`config.mk`:
```
export PLATFORM = sky130hd
export DESIGN_NAME = uart_rx
export DESIGN_NICKNAME = d
export VERILOG_FILES = /design/src/rtl/uart_rx_pkg.sv /design/src/rtl/uart_sync.sv /design/src/rtl/uart_rx.sv
export SDC_FILE = /design/constraint.sdc
export NUM_CORES = 1
export LEC_CHECK = 0
export CORE_MARGIN = 5
export CORE_UTILIZATION = 48
export DETAILED_ROUTE_END_ITERATION = 10
export DONT_BUFFER_PORTS = 1
export PLACE_DENSITY = 0.73
export RECOVER_POWER = 50
export SKIP_CTS_REPAIR_TIMING = 1
export SLEW_MARGIN = 20
export SYNTH_ARGS = -nofsm -noshare
export SYNTH_HDL_FRONTEND = slang
export SYNTH_SLANG_ARGS = --single-unit
```
`constraint.sdc`:
```
create_clock -name clk -period 2.8 [get_ports clk]
set_input_delay 0.56 -clock clk [delete_from_list [all_inputs] [get_ports clk]]
set_output_delay 0.56 -clock clk [all_outputs]
set_load 0.05 [all_outputs]
```
`src/rtl/uart_rx_pkg.sv`:
```
// Shared definitions for the UART receiver: FSM state encoding, data width, minimum
// clocks-per-bit and a 2-of-3 majority helper.
package uart_rx_pkg;

    localparam int unsigned DATA_W = 8;
    localparam int unsigned MIN_N  = 4;

    typedef enum logic [2:0] {
        StIdle,
        StStart,
        StData,
        StStop,
        StBreak
    } rx_state_e;

    function automatic logic maj3(input logic a, input logic b, input logic c);
        return (a & b) | (a & c) | (b & c);
    endfunction

endpackage

```
`src/rtl/uart_sync.sv`:
```
// Two-flop synchronizer for an asynchronous, idle-high input; both flops reset to 1.
module uart_sync (
    input  logic clk,
    input  logic rstb,
    input  logic i_d,
    output logic o_q
);

    logic [1:0] r_sync;

    always_ff @(posedge clk or negedge rstb) begin
        if (!rstb) begin
            r_sync <= 2'b11;
        end else begin
            r_sync <= {r_sync[0], i_d};
        end
    end

    assign o_q = r_sync[1];

endmodule

```
`src/rtl/uart_rx.sv`:
```
// 8N1 UART receiver with one-cycle rx_valid / frame_err pulses.
// Define UART_RX_MAJORITY_EN to take each bit decision as a 2-of-3 vote over three cycles.
module uart_rx
    import uart_rx_pkg::*;
#(
    parameter int unsigned CFG_W = 16
) (
    input  logic              clk,
    input  logic              rstb,
    input  logic [CFG_W-1:0]  baudrate_cfg,
    input  logic              rx,
    output logic              rx_valid,
    output logic [DATA_W-1:0] rx_data,
    output logic              frame_err,
    output logic              rx_busy
);

    logic              w_rx_s;
    logic              w_bit;
    logic [CFG_W-1:0]  w_n;
    logic [CFG_W-1:0]  w_half;
    logic [CFG_W-1:0]  w_half_m1;
    logic [CFG_W-1:0]  w_n_m1;

    rx_state_e         r_state, w_state_d;
    logic [CFG_W-1:0]  r_cnt, w_cnt_d;
    logic [2:0]        r_bit_cnt, w_bit_cnt_d;
    logic [DATA_W-1:0] r_shift, w_shift_d;
    logic [DATA_W-1:0] r_data, w_data_d;
    logic              r_valid, w_valid_d;
    logic              r_err, w_err_d;

    uart_sync u_sync (
        .clk  (clk),
        .rstb (rstb),
        .i_d  (rx),
        .o_q  (w_rx_s)
    );

    assign w_n       = (baudrate_cfg < CFG_W'(MIN_N)) ? CFG_W'(MIN_N) : baudrate_cfg;
    assign w_half    = w_n >> 1;
    assign w_half_m1 = w_half - CFG_W'(1);
    assign w_n_m1    = w_n - CFG_W'(1);

`ifdef UART_RX_MAJORITY_EN
    logic [1:0] r_hist;

    always_ff @(posedge clk or negedge rstb) begin
        if (!rstb) begin
            r_hist <= 2'b11;
        end else begin
            r_hist <= {r_hist[0], w_rx_s};
        end
    end

    assign w_bit = maj3(w_rx_s, r_hist[0], r_hist[1]);
`else
    assign w_bit = w_rx_s;
`endif

    always_ff @(posedge clk or negedge rstb) begin
        if (!rstb) begin
            r_state   <= StIdle;
            r_cnt     <= '0;
            r_bit_cnt <= '0;
            r_shift   <= '0;
            r_data    <= '0;
            r_valid   <= 1'b0;
            r_err     <= 1'b0;
        end else begin
            r_state   <= w_state_d;
            r_cnt     <= w_cnt_d;
            r_bit_cnt <= w_bit_cnt_d;
            r_shift   <= w_shift_d;
            r_data    <= w_data_d;
            r_valid   <= w_valid_d;
            r_err     <= w_err_d;
        end
    end

    // r_cnt counts cycles already spent in the state, so the half-bit point is half-1
    // after entering START and every later bit falls exactly N cycles on.
    always_comb begin
        w_state_d   = r_state;
        w_cnt_d     = r_cnt + CFG_W'(1);
        w_bit_cnt_d = r_bit_cnt;
        w_shift_d   = r_shift;
        w_data_d    = r_data;
        w_valid_d   = 1'b0;
        w_err_d     = 1'b0;
        unique case (r_state)
            StIdle: begin
                w_cnt_d = '0;
                if (!w_rx_s) begin
                    w_state_d = StStart;
                end
            end
            StStart: begin
                if (r_cnt == w_half_m1) begin
                    w_cnt_d     = '0;
                    w_bit_cnt_d = '0;
                    w_state_d   = w_bit ? StIdle : StData;
                end
            end
            StData: begin
                if (r_cnt == w_n_m1) begin
                    w_cnt_d              = '0;
                    w_shift_d[r_bit_cnt] = w_bit;
                    w_bit_cnt_d          = r_bit_cnt + 3'd1;
                    if (r_bit_cnt == 3'd7) begin
                        w_state_d = StStop;
                    end
                end
            end
            StStop: begin
                if (r_cnt == w_n_m1) begin
                    w_cnt_d = '0;
                    if (w_bit) begin
                        w_data_d  = r_shift;
                        w_valid_d = 1'b1;
                        w_state_d = StIdle;
                    end else begin
                        w_err_d   = 1'b1;
                        w_state_d = StBreak;
                    end
                end
            end
            StBreak: begin
                if (w_rx_s) begin
                    w_cnt_d   = '0;
                    w_state_d = StIdle;
                end
            end
            default: begin
                w_cnt_d   = '0;
                w_state_d = StIdle;
            end
        endcase
    end

    assign rx_valid  = r_valid;
    assign rx_data   = r_data;
    assign frame_err = r_err;
    assign rx_busy   = (r_state != StIdle);

endmodule

```
[Word level (Yosys, flattened, before mapping)]
Cells that the tools add are included.
Word-level totals
  register bits after elaboration: 42
  input port bits: 19
  output and inout port bits: 11
  word-level logic and storage cells: 63
Operators by class
  add/sub/neg operators: 4
  magnitude comparators: 3
  eq/ne operators: 13
  multiplexer cells: 26
  reduce and logical (&&, ||, !) cells: 9
Operators by type and width (count)
  $mux W16: 4
  $pmux W16 S3: 1
  $eq A16 B16 Y1: 2
  $mux W3: 9
  $add A16 B1 Y16 const B: 1
  $lt A16 B3 Y1 const B: 1
  $sub A15 B1 Y16 const B: 1
  $sub A16 B1 Y16 const B: 1
  $pmux W3 S5: 1
  $ne A2 B2 Y1 const B: 5
  $bwmux W8: 1
  $mux W1: 7
  $eq A3 B2 Y1 const B: 2
  $eq A3 B3 Y1 const B: 2
  $pmux W3 S2: 1
  $reduce_and A3 Y1: 2
  $reduce_and A6 Y1: 1
  $lt A3 B4 Y1 const B: 1
  $add A3 B1 Y3 const B: 1
  $demux W1 S3: 1
  $eq A3 B1 Y1 const B: 1
  $ge A3 B1 Y1 const B: 1
  $logic_not A3 Y1: 1
  $reduce_bool A3 Y1: 1
  6 further kinds: 6

[Depth between registers and ports, before layout]
  depth after elaboration: 6
  gate-level depth with buffers: 15
  depth with buffers taken out: 11

[Modules after synthesis]
From an unflattened synthesis, not the netlist that was laid out.
Second synthesis, totals
  cell total of the unflattened synthesis: 331
  area total of the unflattened synthesis: 3044.2 um2
Modules (own cells, without submodules)
  uart_rx: times used 1, cells each 329, area each 2991.6 um2, seq. area each 1001.0 um2
  uart_sync: times used 1, cells each 2, area each 52.6 um2, seq. area each 52.6 um2

[Worst setup path before layout]
OpenSTA, ideal clock, no wires.
  kind: input-to-reg
  start point: input port baudrate_cfg[7]
  end point: register r_shift[0]
  setup time: 0.125 ns
  arrival: 4.516 ns
  data required time: 2.675 ns
  setup slack: -1.840 ns
  stages: 13
  path buffers: 2
  cells stage by stage: buf_2 > or4_4 > buf_6 > o41ai_1 > ha_1 > nor3b_1 > a31oi_1 > a2111o_1 > a2111oi_0 > nand4b_1 > nor3_1 > and3b_1 > mux2_2
On the way
  longest elaborated chain between the ends: 5
RTL lines
  start, declared: line uart_rx.sv:10  | input logic [CFG_W-1:0] baudrate_cfg,
  $lt A16 B3 Y1: line uart_rx.sv:40  | assign w_n = (baudrate_cfg < CFG_W'(MIN_N)) ? CFG_W'(MIN_N) : baudrate_cfg;
  $mux W16 *: line uart_rx.sv:40
  $sub A16 B1 Y16 *: line uart_rx.sv:43  | assign w_n_m1 = w_n - CFG_W'(1);
  $eq A16 B16 Y1 *: line uart_rx.sv:106  | if (r_cnt == w_n_m1) begin
  $reduce_and A2 Y1 (no line) *
  end signal, assigned: line uart_rx.sv:74  | r_shift <= w_shift_d;
  end, declared: line uart_rx.sv:28  | logic [DATA_W-1:0] r_shift, w_shift_d;
Mark *: on every way between the ends. The rest lies on a longest branch, timed or not.
A chain may end at the register's enable or synchronous reset.

[Final worst setup path]
  start point: input port baudrate_cfg[3]
  end point: register r_shift[0]
The elaborated chain is that of the path after synthesis.

==> run_results.csv <==
group,metric,value,unit
die,die_area,0.00859,sq mm
placement,dpl.cell_count,455,
clock_tree,cts.sinks,42,
finish,finalNonFillerCells,469,
route,drc,0,
synth,ys_seq_area_share,32.1,%
placement,gp_congestion,0.991,
outcome,outcome,"finished, violations left",
synth,syn_inst,352,
sta,min_period,3.99,ns
sta,fmax,251,MHz
synth,ys_ff_latch,42,
synth,synth_edf_count,0,
setup_path,cp-start-kind,"input port",
setup_path,path_max_fanout,11,
sta,whs,0.108,ns
setup_path,r2r_setup_slack,0.07,ns
die,initial_core_util,48.9,%
pwr,p_leak,1.72,nW
route,wire_per_inst,19.2,microns
global_routing,grt_use_total,19.9,%
route,ant_nets,0,
flow_run,drv_cap,1,
sta,finClkSkew,0.0112,ns
synth,ys_types,68,
die,pin_count,30,
sta,hold_viol,0,
placement,numPortBuffers,0,
outcome,violations,"max-capacitance violations, max-slew violations, negative setup slack",
die,row_count,30,
finish,drive_above_1_share,33.4,%
clock_tree,clk_latency,0.30,ns
finish,multiInputGateArea,0.00231,sq mm
clock_tree,cts.htree.levels,2,
synth,ys.flop_type,"dfrtp_1",
route,wl,8980,microns
sta,maxSlewHeadroom,-38.2,%
global_routing,grt_pass1_vias,2794,
setup_path,crit_required,2.97,ns
global_routing,grt_max_degree,43,
setup_path,crit_path_end_kind,"register",
route,detail_route.vias_per_cell,6.21,
clock_tree,cts_buffers,5,
global_routing,overflow,0,
setup_path,slowest_delay,0.55,ns
setup_path,crit_path_cell_trace,"or4_4 > o41ai_4 > buf_4 > ha_2 > or3b_4 > a211oi_4 > xnor2_2 > a2111oi_4 > nand4b_1 > nor3_4 > and3b_1 > mux2_4",
pwr,pwr_density_cell,327,mW/mm^2
sta,finalMaxSlewViolations,41,
sta,worst_pin_slew,2.07,ns
finish,areaGrowthSynthToFinish,23.0,%
sta,fin_ws,-1.19,ns
finish,layout.nets,412,
route,drt-pass1-iter-count,4,
setup_path,rr_endpoint,"r_shift[0]",
clock_tree,clkSlewWorstSetupHoldPaths,0.07,ns
setup_path,cp_slowest_cell,"or4_4",
pwr,finalPower,1.32,mW
synth,synth_warnings,0,
sta,setup_viol,40,
finish,final_util,60.1,%
clock_tree,clock-root-buffer,"clkbuf_8",
placement,placed_area,0.00373,sq mm
pwr,vdd_drop_max,280,uV
global_routing,grt_pass1_wl,13700,microns
sta,rsz0062_at_grt,"yes",
finish,seq_area,0.00105,sq mm
route,drt_iter0_markers,140,
setup_path,r2r_cells,9,
setup_path,crit_arrival,4.16,ns
die,die_width,92.7,microns
die,core-area,0.00672,sq mm
die,die_y,92.7,microns
setup_path,timing.rr.start,"r_cnt[13]",
finish,nFillCells,556,
setup_path,path_class,"in2reg",
synth,synthesis.area,0.00328,sq mm
finish,n_antenna_cell,0,
clock_tree,tritoncts,"done",
sta,min_period_over_period,142,%
synth,syn_nets,376,
placement,dp_hpwl,6540,microns
hold_path,hold_class,"in2async",
global_routing,antenna_found_initial,0,
synth,async_reset_ff_share,100,%
synth,synth.avg_cell_area,9.33,sq um
finish,stdcell_area,0.00404,sq mm
route,vias,2911,
clock_tree,cts_buffer_depth,2,
## synth_stat cells (all sizes together), types with 4 or more instances
cell	number	share of area, %
nand3b	6	2.1
nor2b	5	0.95
nand2	21	2.4
dfrtp	40	30
nand4	10	1.9
nor2	34	3.9
o21ai	6	0.91
xor2	20	5.3
and3	5	0.95
nor4	8	2.4
inv	5	0.57
a211oi	5	1.1
nor3	9	1.4
a21oi	7	1.1
mux2	18	6.4
xnor2	27	7.2
ha	5	1.9
a2111oi	5	1.5
nor3b	11	2.5
nand3	17	3.1
clkbuf	17	1.9
buf	11	2.6
or4	4	1.1
## through the flow
step	setup slack (ns)	TNS [ns]
6_report	-1.19	-43.34
5_1_grt	-1.28	-47.56
2_1_floorplan	-1.50	-52.84
3_5_place_dp	-1.46	-52.99
4_1_cts	-1.14	-40.25
3_3_place_gp	-1.37	-50.29
## registers in the layout (all words and copies together) (netlist names)
register	cells
r_bit_cnt	3
rx_valid	1
rx_data	8
u_sync.r_sync	2
r_state	3
frame_err	1
r_shift	8
r_cnt	16
## where the power goes
group	total [mW]	internal (mW)	leakage, nW	switching, mW
Sequential	0.628	0.616	0.508	0.0123
Combinational	0.226	0.107	1.16	0.119
Clock	0.466	0.266	0.0514	0.200
## final cells by class
type | count | area share [%]
flip-flops and latches | 42 | 26.1
clock inverters | 2 | 0.929
repair buffers | 56 | 11.0
multi-input cells | 278 | 57.2
well taps | 80 | 2.48
inverters | 5 | 0.465
clock buffers | 6 | 1.80
## layer usage
layer / vias up / GRT usage, % / wire (microns)
met5: - / 0 / 0
met2: 116 / 33.4 / 4270
met1: 1406 / 25.3 / 3730
met3: 31 / 3.82 / 639
li1: 1358 / - / -
met4: 0 / 7.81 / 338
## logic make-up after synthesis
family,Yosys count,share of synthesized area [%]
AOI/OAI and AO/OA,54,13.6
xor gates and xnor gates,47,12.5
adders and majority gates,5,1.91
buffers and inverters,33,5.11
DFF,42,32.1
muxes,21,7.32
and+or+nand+nor,150,27.4
## how the worst max path moves through the flow
stage	start	end	cells after the start
2_1_floorplan	baudrate_cfg[6]	r_shift[2]	14
3_3_place_gp	baudrate_cfg[13]	r_bit_cnt[0]	11
3_5_place_dp	baudrate_cfg[13]	r_bit_cnt[0]	11
4_1_cts	baudrate_cfg[13]	r_bit_cnt[0]	11
5_1_grt	baudrate_cfg[3]	r_shift[0]	12
6_report	baudrate_cfg[3]	r_shift[0]	12
## critical path: cells and delay by family
family                   cells  cell delay (ns)
multiplexers                 1             0.30
AND/OR/NAND/NOR              5             1.81
XOR/XNOR                     1             0.14
AO/OA/AOI/OAI                3             1.02
buffers and inverters        1             0.18
adder cells (fa/ha/maj)      1             0.16
## layout by cell type, fill, tap and decap left out, drive strengths merged, types with 3 or more instances in the layout
cell	synthesis	routed
a2111oi	5	5
a211oi	5	5
a21oi	7	7
a31oi	3	3
and2	3	3
and3	5	5
buf	11	55
clkbuf	17	7
dfrtp	40	40
ha	5	5
inv	5	5
mux2	18	18
mux2i	3	3
nand2	21	21
nand3	17	18
nand3b	6	6
nand4	10	10
nor2	34	34
nor2b	5	5
nor3	9	9
nor3b	11	11
nor4	8	8
o2111ai	3	3
o21ai	6	6
o41ai	3	3
or2	3	3
or3b	3	3
or4	4	4
xnor2	27	27
xor2	20	20
(Power assumes the default switching activity.)
